[config.mk]
export PLATFORM = sky130hd
export DESIGN_NAME = fetch_unit
export DESIGN_NICKNAME = d
export VERILOG_FILES = /design/src/rtl/fetch_pkg.sv /design/src/rtl/fetch_queue.sv /design/src/rtl/fetch_unit.sv
export SDC_FILE = /design/constraint.sdc
export NUM_CORES = 1
export LEC_CHECK = 0
export ABC_AREA = 1
export CORE_MARGIN = 10
export CORE_UTILIZATION = 56
export DETAILED_ROUTE_END_ITERATION = 10
export GPL_TIMING_DRIVEN = 0
export PLACE_DENSITY = 0.85
export SYNTH_ARGS = -nofsm -noshare
export SYNTH_HDL_FRONTEND = slang
export SYNTH_SLANG_ARGS = --single-unit
[constraint.sdc]
create_clock -name clk -period 8 [get_ports clk]
set_input_delay 1.6 -clock clk [delete_from_list [all_inputs] [get_ports clk]]
set_output_delay 1.6 -clock clk [all_outputs]
set_load 0.01 [all_outputs]
[src/rtl/fetch_pkg.sv]
// fetch_pkg: shared fetch queue entry type and constants
package fetch_pkg;
  typedef struct packed {
    logic [31:0] pc;
    logic [31:0] instr;
    logic        fault;
  } fq_entry_t;
  localparam logic [31:0] NOP_INSTR = 32'h0000_0013;
endpackage

[src/rtl/fetch_queue.sv]
// fetch_queue: in-order FIFO of fetched entries with flush priority over push and pop
module fetch_queue
  import fetch_pkg::*;
#(
  parameter int DEPTH = 4
) (
  input  logic                   clk,
  input  logic                   rst,
  input  logic                   push,
  input  fq_entry_t              push_data,
  input  logic                   pop,
  input  logic                   flush,
  output fq_entry_t              head,
  output logic [$clog2(DEPTH):0] count,
  output logic                   full,
  output logic                   empty
);
  localparam int AW = $clog2(DEPTH);
  fq_entry_t mem_q [DEPTH];
  logic [AW-1:0] rd_q, rd_d, wr_q, wr_d;
  logic [AW:0] count_q, count_d;
  logic do_push, do_pop;
  always_comb begin
    do_push = push & ~flush;
    do_pop  = pop & ~flush & ~empty;
    rd_d    = flush ? '0 : rd_q + {{(AW-1){1'b0}}, do_pop};
    wr_d    = flush ? '0 : wr_q + {{(AW-1){1'b0}}, do_push};
    count_d = flush ? '0 : count_q + {{AW{1'b0}}, do_push} - {{AW{1'b0}}, do_pop};
  end
  always_ff @(posedge clk) begin
    if (rst) begin
      rd_q    <= '0;
      wr_q    <= '0;
      count_q <= '0;
      for (int i = 0; i < DEPTH; i++) mem_q[i] <= '{pc: 32'h0, instr: NOP_INSTR, fault: 1'b0};
    end else begin
      rd_q    <= rd_d;
      wr_q    <= wr_d;
      count_q <= count_d;
      if (do_push) mem_q[wr_q] <= push_data;
    end
  end
  assign head  = mem_q[rd_q];
  assign count = count_q;
  assign full  = count_q == (AW+1)'(DEPTH);
  assign empty = count_q == '0;
endmodule

[src/rtl/fetch_unit.sv]
// fetch_unit: PC generation, fault tagging and buffering of fetched instructions for decode
module fetch_unit
  import fetch_pkg::*;
#(
  parameter logic [31:0] RESET_PC   = 32'h0000_0000,
  parameter int          FQ_DEPTH   = 4,
  parameter int          IMEM_WORDS = 1024
) (
  input  logic        clk,
  input  logic        rst,
  input  logic        fetch_en,
  input  logic        redirect_valid,
  input  logic [31:0] redirect_pc,
  output logic [31:0] imem_addr,
  input  logic [31:0] imem_data,
  output logic        dec_valid,
  input  logic        dec_ready,
  output logic [31:0] dec_pc,
  output logic [31:0] dec_instr,
  output logic        dec_fault
);
  logic [31:0] pc_q, pc_d;
  logic push, pop, fault, fq_full, fq_empty;
  logic [$clog2(FQ_DEPTH):0] fq_count;
  fq_entry_t fq_head, fq_in;
  always_comb begin
    pop   = dec_valid & dec_ready & ~redirect_valid;
    push  = fetch_en & ~redirect_valid & (~fq_full | pop);
    fault = (pc_q[1:0] != 2'b00) | ({2'b00, pc_q[31:2]} >= 32'(IMEM_WORDS));
    fq_in = '{pc: pc_q, instr: imem_data, fault: fault};
    pc_d  = redirect_valid ? redirect_pc : push ? pc_q + 32'd4 : pc_q;
  end
  always_ff @(posedge clk) begin
    if (rst) pc_q <= RESET_PC;
    else pc_q <= pc_d;
  end
  fetch_queue #(.DEPTH(FQ_DEPTH)) u_fq (
    .clk       (clk),
    .rst       (rst),
    .push      (push),
    .push_data (fq_in),
    .pop       (pop),
    .flush     (redirect_valid),
    .head      (fq_head),
    .count     (fq_count),
    .full      (fq_full),
    .empty     (fq_empty)
  );
  assign imem_addr = pc_q;
  assign dec_valid = ~fq_empty;
  assign dec_pc    = fq_head.pc;
  assign dec_instr = fq_head.instr;
  assign dec_fault = fq_head.fault;
endmodule

== Word-level counts from Yosys, hierarchy flattened ==
Memories as Yosys holds them, arrays and structs flattened. A register that Yosys moved wholly into a read port is not among the register bits.
Index checks and enable logic that the tools add are counted.

* Flip-flop bits (word level): 39
* Latch bits: 0
* RAM bits: 260
* ROM bits: 0
* Word-level logic and storage cells: 40
* Memories kept: 1

{| class="wikitable"
|+ Memory list
! memory !! words !! width !! rd ports !! clocked after memory_dff !! write ports !! line !! RTL
|-
| u_fq.mem_q || 4 || 65 || 1 || 1 || 4 || fetch_queue.sv:19 || <nowiki>fq_entry_t mem_q [DEPTH];</nowiki>
|}

* $add $sub $neg: 5
* $mul: 0
* Divide/modulo/power cells: 0
* $lt $le $gt $ge: 1
* Equality and inequality tests: 1
* Shift operators: 0
* Multiplexer cells: 11
* Bitwise operators: 12
* Reductions and logical operators: 5

{| class="wikitable"
|+ Operators by type and width
! operator !! count
|-
| two-way mux 65 bit || 1
|-
| OR reduction 65 bit || 1
|-
| two-way mux 32 bit || 2
|-
| adder 32 x 3 -> 32 bit (second input constant) || 1
|-
| greater-or-equal comparator 30 x 11 -> 1 bit (second input constant) || 1
|-
| AND 1 bit || 7
|-
| two-way mux 1 bit || 6
|-
| adder 2 x 1 -> 2 bit || 2
|-
| two-way mux 2 bit || 2
|-
| nonzero test 2 bit || 2
|-
| adder 3 x 1 -> 3 bit || 1
|-
| == test 3 bit (second input constant) || 1
|-
| logical NOT 3 bit || 1
|-
| inverter 1 bit || 3
|-
| subtractor 3 x 1 -> 3 bit || 1
|-
| OR 1 bit || 2
|-
| OR reduction 2 bit || 1
|}

== Logic depth before layout (Yosys ltp) ==
Gate-level depths: netlist (run 1).

* Depth in word-level cells: 12
* Gate-level depth with buffers: 11
* Mapped depth without buffers: 11

== Cells and area by module ==
Synthesis (run 1) repeated with hierarchy kept, for this count alone.

* Cells, all modules: 1437
* Area total of the unflattened synthesis: 13820.8 um2

{| class="wikitable"
|+ By module, submodules not included
! module !! instances !! cells an instance !! area an instance (um2)
|-
| fetch_queue || 1 || 1044 || 11467.2
|-
| fetch_unit || 1 || 393 || 2353.5
|}

== Worst setup path before layout (run 1) ==
No wires, ideal clock.

* Kind: input to register
* Start point: input port fetch_en
* End point: memory u_fq.mem_q[3][0] (netlist name), enable pin
* Setup time: 0.584 ns
* Arrival: 6.673 ns
* Data required time: 7.416 ns
* Path slack: 0.743 ns
* Stages: 4
* Cells stage by stage: inv_1 > nor2_4 > nand2_4 > o31ai_1

{| class="wikitable"
|+ RTL lines
! what !! line !! RTL
|-
| start, declared || fetch_unit.sv:11 || <nowiki>input logic fetch_en,</nowiki>
|-
| end, declared || fetch_queue.sv:19 ||
|}

==> impl_metrics.csv, run 1 <==
group,metric,value,unit
run_status,outcome,"complete, no violations",
clock_network,cts_made_buffers,29,
drt,routed_wl,39.6,mm
drt,via_per_inst,5.80,
sta,worstMarginPinSlew,0.908,ns
synth,synth_edf_count,260,
drt,avgRoutedWirePerCell,20.3,um
drt,first_pass_iters,6,
clock_network,cts_max_level,1,
worst_setup_path,r2r_start,"u_fq.count[1]",
layout,drive_gt1_frac,0.0692,
sta,period_needed,4.67,ns
synth,synth_fp_nets,1484,
clock_network,cts_sinks,299,
floorplan,row_count,56,
grt,grt_max_degree,57,
clock_network,holdBufCountCts,0,
floorplan,dieArea,30900,um2
floorplan,ios,167,
worst_setup_path,path_class,"reg2out",
synth,synth_top_cell_by_area,"edfxtp_1",
floorplan,coreArea,23700,um2
synth,ys_types,34,
clock_network,clk_pin_slew,0.06,ns
sta,fmax,214,MHz
worst_hold_path,hold_path_end,"imem_addr[2]",
synth,synthArstFlopShare,0,
placement,routabilityCongestion,0.932,
worst_setup_path,cp_cell_sequence,"buf_2 > inv_1 > buf_2 > clkbuf_1 > o21ai_0 > o22ai_1 > clkdlybuf4s50_1",
synth,synthesis.area,13600,um2
pwr,p_leak,6.33,nW
sta,finalSetupViolCount,0,
sta,finalCritPeriodShare,0.584,
clock_network,cts_tree,"built",
synth,avgSynthCellArea,9.64,um2
synth,syn_inst,1408,
sta,setup_ws,3.33,ns
floorplan,initial_core_util,0.573,
worst_setup_path,crit_fanout,10,
drt,vias,11337,
clock_network,cts_max_path_buffers,3,
placement,numPlacedInstances,1900,
sta,drv_slew,0,
synth,ys_seq_area_frac,0.633,
pwr,power_density,208,nW/um2
placement,dp_hpwl,26.7,mm
pwr,power,3.48,mW
worst_setup_path,crit_required,6.40,ns
worst_setup_path,cpMaxStageDelayCell,"clkdlybuf4s50_1",
layout,final_cells,1953,
synth,synth_area_leaders,"edfxtp_1 (58%), nor2_1 (12%), o21ai_0 (5.8%)",
pwr,max-vdd-ir-drop,0.000128,V
grt,antenna_found_initial,0,
worst_setup_path,r2r_end,"u_fq.count[2]",
worst_hold_path,hold_start,"imem_addr[2]",
drt,drc,0,
floorplan,die_w,176,um
synth,synth_common_cells,"nor2_1 (435), edfxtp_1 (260), nand2_1 (157), o21ai_0 (157), inv_1 (107)",
grt,grt_pass1_wl,61.1,mm
layout,final_util,0.708,
worst_setup_path,ff2ff_path_depth,10,
floorplan,die_y,176,um
drt,ant_nets,0,
sta,maxSlewHeadroom,0.395,
worst_setup_path,critPathLaunchType,"flip-flop",
clock_network,cts_resized,0,
sta,grt_setup_unrepaired,"no",
worst_hold_path,holdPathStages,2,
worst_hold_path,hold_class,"reg2reg",
synth,ys.flop_type,"edfxtp_1",
layout,nets,1688,
clock_network,insertion_delay,0.55,ns
worst_setup_path,cpPeakStageDelay,0.62,ns
synth,yosys_warnings,0,
layout,diodes,0,
worst_setup_path,cp.arrival,3.07,ns
synth,ys_ff_latch,299,
layout,fill_cells,1719,
synth,synth.top_cell.area_share,0.575,
grt,grt_use_total,0.249,
clock_network,cts_setup_buffers,0,
worst_setup_path,reg2reg_slack,5.43,ns
synth,synth_most_common_cell,"nor2_1",
layout,area_delta_synth_final,23.5,%
grt,overflow,0,
worst_setup_path,cpMostUsedCell,"buf_2",
job,cap_violations,0,
sta,hold_viol,0,
grt,grt_pass1_vias,11299,
placement,port_buffers,165,
placement,place_worst_setup_slack,3.40,ns
sta,finalClockSkew,0.0119,ns
clock_network,cts_root_buffer,"clkbuf_16",
worst_setup_path,cp-end-kind,"output port",
drt,first_iter_violations,1468,
[per-layer routing]
layer / global-route usage / wire, um / up-vias
met5: 0 / 0 / -
met4: 0.0731 / 897 / 0
met3: 0.0532 / 4270 / 98
met2: 0.421 / 19600 / 756
met1: 0.315 / 14900 / 5348
li1: - / - / 5135
[critical path: cells and delay by family (launching register included)]
family,cells,cell delay (ns)
buffers and inverters,5,1.72
AOI/OAI and AO/OA,2,0.42
DFF,1,0.38
[power by group]
group | switching [mW] | internal (mW) | total (mW)
clock network | 0.576 | 0.785 | 1.36
registers | 0.0359 | 1.76 | 1.80
logic | 0.187 | 0.135 | 0.323
[kinds of logic after synthesis]
group	after synthesis	synth area share
AO/OA/AOI/OAI	259	0.103
XOR/XNOR	12	0.00775
adder cells (fa/ha/maj)	7	0.00701
buffers and inverters	190	0.0617
flip-flops	299	0.633
AND/OR/NAND/NOR	641	0.188
[flip-flops by register name, indices dropped and copies added, names as in the netlist]
signal,flops
u_fq.wr_q,2
u_fq.mem_q,260
imem_addr,32
u_fq.rd_q,2
u_fq.count,3
[final cells by class]
cell class / instances / area [um2] / area share
Sequential cell: 299 / 8590 / 0.512
Multi-Input combinational cell: 919 / 4180 / 0.249
Timing Repair Buffer: 173 / 1810 / 0.108
Clock buffer: 44 / 876 / 0.0523
Inverter: 112 / 425 / 0.0254
Buffer: 78 / 412 / 0.0246
Tap cell: 319 / 399 / 0.0238
Clock inverter: 9 / 70.1 / 0.00418
[how the worst max path moves through the flow]
stage / from / end / cells after the start
4_1_cts: u_fq.rd_q[0] / dec_pc[16] / 7
5_1_grt: u_fq.rd_q[0] / dec_pc[19] / 7
2_1_floorplan: fetch_en / u_fq.mem_q[3][0] / 4
3_5_place_dp: redirect_valid / u_fq.count[2] / 11
3_3_place_gp: dec_ready / u_fq.mem_q[3][27] / 5
6_report: u_fq.rd_q[0] / dec_pc[16] / 7
[metrics by stage]
stage,TNS [ns],instance area (um2),hold WS (ns)
global placement,-215.39,15600,0.528
detailed placement,0,15800,0.526
CTS,0,16800,0.550
finish,0,16800,0.554
global route,0,16800,0.599
floorplan,0,13600,0.518
[cell usage in the layout (no fill, tap or decap), drive strengths merged]
| cell | synthesis | layout |
|---|---|---|
| a22oi | 2 | 2 |
| nor2 | 443 | 443 |
| ha | 6 | 6 |
| o22ai | 65 | 65 |
| fa | 1 | 1 |
| xnor2 | 3 | 3 |
| edfxtp | 260 | 260 |
| a31oi | 3 | 3 |
| a21oi | 27 | 27 |
| clkbuf | 44 | 88 |
| nand4 | 6 | 6 |
| o21ai | 159 | 159 |
| or2 | 1 | 1 |
| inv | 112 | 112 |
| dfxtp | 39 | 39 |
| o31ai | 1 | 1 |
| nor4 | 3 | 3 |
| clkinvlp | 0 | 1 |
| clkinv | 0 | 7 |
| bufinv | 0 | 1 |
| nor3 | 1 | 1 |
| nand3 | 24 | 24 |
| nand2 | 163 | 163 |
| clkdlybuf4s50 | 0 | 165 |
| o211ai | 2 | 2 |
| buf | 34 | 42 |
| xor2 | 9 | 9 |
Note: power is estimated with default switching activity, not from simulation.
==> inputs of run 2 (changes only) <==
- clock period: 8 -> 4.7 ns (I/O delays scaled with it)
==> run 2 against run 1 <==
Compared with the run above: cell area fell by 0.13%; utilization fell by 0.095 points; largest cell class unchanged; routed wire length fell by 0.37%; global-route usage fell by 0.098 points; clock-buffer cell count fell by 4; sequential power rose by 70%; sequential share of layout area rose by 0.069 points; clock skew rose by 0.0018 ns; worst setup slack got worse by 2.8 ns; highest routed layer unchanged.
==> impl_metrics.csv, run 2 (synthesis gave the netlist of run 1 again) <==
group,metric,value,unit
layout,stdcell_area,16700,um2
drt,avgRoutedWirePerCell,20.2,um
drt,routed_wl,39.5,mm
layout,nets,1687,
drt,vias,11389,
layout,area_delta_synth_final,23.3,%
placement,dp_hpwl,26.2,mm
grt,use_met2,0.414,
grt,grt_pass1_wl,61.1,mm
sta,drv_slew,0,
drt,first_iter_violations,1465,
floorplan,coreArea,23700,um2
sta,worstMarginPinSlew,0.951,ns
sta,hold_viol,0,
worst_setup_path,crit_fanout,10,
sta,setup_ws,0.536,ns
grt,grt-busiest-layer,"met2",
clock_network,cts_tree,"built",
floorplan,row_count,56,
worst_setup_path,crit_required,3.76,ns
floorplan,die_w,176,um
floorplan,die_y,176,um
worst_setup_path,cp.arrival,3.22,ns
clock_network,cts_setup_buffers,0,
run_status,outcome,"complete, no violations",
clock_network,cts_root_buffer,"clkbuf_16",
worst_hold_path,hold_class,"reg2reg",
clock_network,clk_pin_slew,0.06,ns
pwr,max-vdd-ir-drop,0.000208,V
grt,grt_use_total,0.248,
clock_network,cts_sinks,299,
sta,maxSlewHeadroom,0.366,
grt,grt_pass1_vias,11440,
layout,drive_gt1_frac,0.0661,
placement,place_worst_setup_slack,0.844,ns
sta,period_needed,4.16,ns
sta,finalClockSkew,0.0138,ns
grt,overflow,0,
clock_network,cts_resized,0,
layout,largest_register_ffs,260,
worst_setup_path,path_class,"reg2out",
sta,finalSetupViolCount,0,
floorplan,dieArea,30900,um2
drt,drc,0,
layout,fill_cells,1722,
layout,final_common_cell,"nor2_1",
sta,grt_setup_unrepaired,"no",
placement,routabilityCongestion,0.976,
floorplan,ios,167,
grt,met1_usage,0.315,
clock_network,insertion_delay,0.54,ns
clock_network,cts_max_path_buffers,3,
layout,regMostFlops,"u_fq.mem_q",
placement,placed_cell_area,15800,um2
job,cap_violations,0,
grt,grtUsageMet3,0.0495,
clock_network,holdBufCountCts,0,
placement,port_buffers,165,
drt,via_per_inst,5.83,
worst_setup_path,cp-end-kind,"output port",
clock_network,cts_max_level,1,
pwr,power_density,351,nW/um2
clock_network,cts_made_buffers,29,
layout,diodes,0,
sta,fmax,240,MHz
worst_setup_path,critPathLaunchType,"flip-flop",
sta,finalCritPeriodShare,0.886,
grt,grt_max_degree,62,
drt,first_pass_iters,7,
pwr,p_leak,6.31,nW
layout,final_cell_mix,"nor2_1 (435), edfxtp_1 (260), clkdlybuf4s50_1 (165)",
grt,antenna_found_initial,0,
floorplan,initial_core_util,0.573,
drt,ant_nets,0,
run 2: cell types whose count changed in the layout (fill, tap and decap cells not counted), moves of 2 or more:
cell	before	now
buf_8	5	2
clkbuf_4	3	0
clkinv_1	2	5
clkbuf_16	31	29
run 2: where the power goes:
group	switching (mW)	internal (mW)
Clock	0.957	1.30
Combinational	0.319	0.231
Sequential	0.0620	3.00
Total	1.34	4.54
run 2: final timing paths:
kind | from | end | slack (ns) | cells past startpoint
setup / recovery | u_fq.rd_q[0] | dec_pc[14] | 0.54 | 7
hold / removal | imem_addr[2] | imem_addr[2] | 0.54 | 2
setup reg to reg | u_fq.count[1] | u_fq.mem_q[1][32] | 2.01 | 8
hold reg to reg | imem_addr[2] | imem_addr[2] | 0.54 | 2
run 2: area by class of cell:
cell class / count / area [um2] / area share
Tap cell: 319 / 399 / 0.0238
Buffer: 78 / 412 / 0.0246
Timing Repair Buffer: 172 / 1810 / 0.108
Clock buffer: 40 / 807 / 0.0482
Inverter: 112 / 425 / 0.0254
Sequential cell: 299 / 8590 / 0.513
Clock inverter: 13 / 114 / 0.00680
Multi-Input combinational cell: 919 / 4180 / 0.250
run 2: per-stage QoR:
step	util	power (mW)	hold WS, ns	TNS [ns]	cells
final	0.707	5.87	0.543	0	1952
after global routing	0.707	6.03	0.586	0	1952
after CTS	0.707	5.87	0.535	0	1952
after detailed placement	0.668	3.66	0.521	0	1899
after global placement	0.660	3.63	0.511	-287.47	1892
after floorplan	-	3.35	0.518	0	1408
run 2: critical path: stages, from the launching register on:
cell and delay, ns:
dfxtp_1 0.38, buf_2 0.24, inv_1 0.12, buf_2 0.30, clkbuf_1 0.45, o21ai_0 0.20
o22ai_1 0.36, clkdlybuf4s50_1 0.62
run 2: routing by layer:
layer / up-vias / wire length (um) / share of wire
met2: 765 / 19200 / 0.49
met1: 5391 / 14600 / 0.37
met4: 0 / 1180 / 0.030
met5: - / 0 / 0
li1: 5126 / - / -
met3: 107 / 4440 / 0.11
==> edit: new RTL, flow settings as in run 1 <==
`FQ_DEPTH`: 4 -> 8.
--- a/src/rtl/fetch_unit.sv
+++ b/src/rtl/fetch_unit.sv
@@ -3,7 +3,7 @@
   import fetch_pkg::*;
 #(
   parameter logic [31:0] RESET_PC   = 32'h0000_0000,
-  parameter int          FQ_DEPTH   = 4,
+  parameter int          FQ_DEPTH   = 8,
   parameter int          IMEM_WORDS = 1024
 ) (
   input  logic        clk,
Function: no difference found for any inputs over 4 cycles, from zero or initial values and one cycle with rst high; that may be too few to reach the edited logic, so the function may still have changed.
==> edit against run 1 <==
Wire length grew 93%. Global-route usage grew 1.5 points. Sequential power grew 87%. Power grew 87%. Design area grew 81%. Count of clock-buffer cells in the layout grew 30. Area after synthesis grew 91%. Sequential cell count grew 263. Combinational power grew 60%. Worst setup slack lost 830 ps. Utilization shrank 4.2 points. Largest cell class unchanged. Largest power group unchanged. Highest routed layer unchanged.
==> edit: results (changes against run 1) <==
Synth
  • Post-Syn Nets: 2,658 (was 1,484)
  • Post-synthesis sequential area ratio: 63.5% (was 63.3%)
  • XOR/XNOR Fraction of Synth Area: 0.440% (was 0.774%)
  • Synth Area in Compound Gates: 7.87% (was 10.3%)
  • EDFF count, synth: 520 (was 260)
  • Synth top area cells: edfxtp_1 (60%), nor2_1 (13%), nand2_1 (5.3%) (was edfxtp_1 (58%), nor2_1 (12%), o21ai_0 (5.8%))
  • Top post-synthesis cells by count: nor2_1 (876), edfxtp_1 (520), nand2_1 (366), o21ai_0 (153), o32ai_1 (130) (was nor2_1 (435), edfxtp_1 (260), nand2_1 (157), o21ai_0 (157), inv_1 (107))
  • Syn Inst Count: 2,576 (was 1,408)
  • Adder-Cell Fraction of Synth Area: 0.657% (was 0.701%)

CTS
  • Worst skew pair latency: 620 ps (was 550 ps)
  • Num CTS Buffers: 56 (was 29)
  • H-tree level count: 2 (was 1)

GRT
  • Met2 usage: 44.0% (was 42.1%)
  • First-pass GRT wire length: 116,000 um (was 61,100 um)
  • GR Util met3: 6.54% (was 5.32%)
  • Largest net degree at the start of global routing: 58 (was 57)

Detailed routing
  • DRT iter0 DRCs: 3,057 (was 1,468)

Setup path
  • Reg-to-Reg End: u_fq.mem_q[4][30] (was u_fq.count[2])
  • CP startpoint: u_fq.rd_q[1] (was u_fq.rd_q[0])
  • Worst R2R Path Depth: 13 (was 10)
  • WP data arrival: 3910 ps (was 3070 ps)
  • Reg2Reg Launch Point: u_fq.count[2] (was u_fq.count[1])
  • Reg2reg setup slack: 5040 ps (was 5430 ps)

Placement
  • Placed Area: 28,500 um^2 (was 15,800 um^2)
  • Worst slack, placed: 3300 ps (was 3400 ps)
  • I/O Buffers: 164 (was 165)

Timing
  • Fin Hold WS: 556 ps (was 554 ps)
  • Post-Route Skew: 22.6 ps (was 11.9 ps)
  • Slew margin rel.: 2.46% (was 39.5%)

Min path
  • HP Start: imem_addr[5] (was imem_addr[2])
  • Hold worst-path end: imem_addr[5] (was imem_addr[2])

Pwr
  • Pleak: 11.4 nW (was 6.33 nW)
  • P_int: 0.00499 W (was 0.00268 W)
  • PwrDens: 214 nW/um^2 (was 208 nW/um^2)

Layout
  • Fin nets: 2,888 (was 1,688)
  • Max reg flops: 520 (was 260)
  • Non-filler cells in the finished layout: 3,449 (was 1,953)

Outcome
  • Status: finished clean (unchanged)
-- edit: cell types whose count changed after synthesis, sizes merged, moves of 12 or more --
cell,run 1,this run
nor2,443,955
o22ai,65,0
edfxtp,260,520
nand2,163,371
nand3,24,46
o32ai,0,130
clkbuf,44,81
clkinv,0,16
inv,112,100
buf,34,92
-- edit: cell type report --
type | count | area (um^2)
Sequential cell | 562 | 16500
Fill cell | 3203 | 15200
Multi-Input combinational cell | 1725 | 7980
Timing Repair Buffer | 172 | 1830
Clock buffer | 74 | 1550
Buffer | 173 | 1070
Tap cell | 600 | 751
Inverter | 116 | 455
Clock inverter | 27 | 256
-- edit: worst max-delay path by stage --
stage	slack, ps	end	depth (start not counted)
3_5_place_dp	3300	dec_pc[31]	9
2_1_floorplan	3570	u_fq.mem_q[4][0]	9
3_3_place_gp	1760	u_fq.mem_q[3][42]	10
6_report	2490	dec_pc[31]	7
4_1_cts	2650	dec_pc[31]	9
5_1_grt	2460	dec_pc[31]	7
-- edit: kinds of logic (layout without fill, tap and decap cells) --
group                      count (synthesis)  after routing
adders and majority gates                 13             13
and+or+nand+nor                         1390           1390
buffers and inverters                    289            562
xor gates and xnor gates                  13             13
AOI/OAI and AO/OA                        309            309
DFF                                      562            562
-- edit: per-layer routing --
metal  part of all wire (%)  wire [um]  vias up
met1                     35      26800     9931
met3                     13       9700      242
met5                      0          0        -
li1                       -          -     9181
met4                    3.8       2920        0
met2                     48      37100     1576
-- edit: worst max-delay path: stages, from the launching register on --
cell and delay (ps):
dfxtp_1 350, clkbuf_1 490, clkbuf_1 880, clkbuf_1 510, o32ai_1 250, nand2_1 140
nand2_1 140, clkdlybuf4s50_1 520
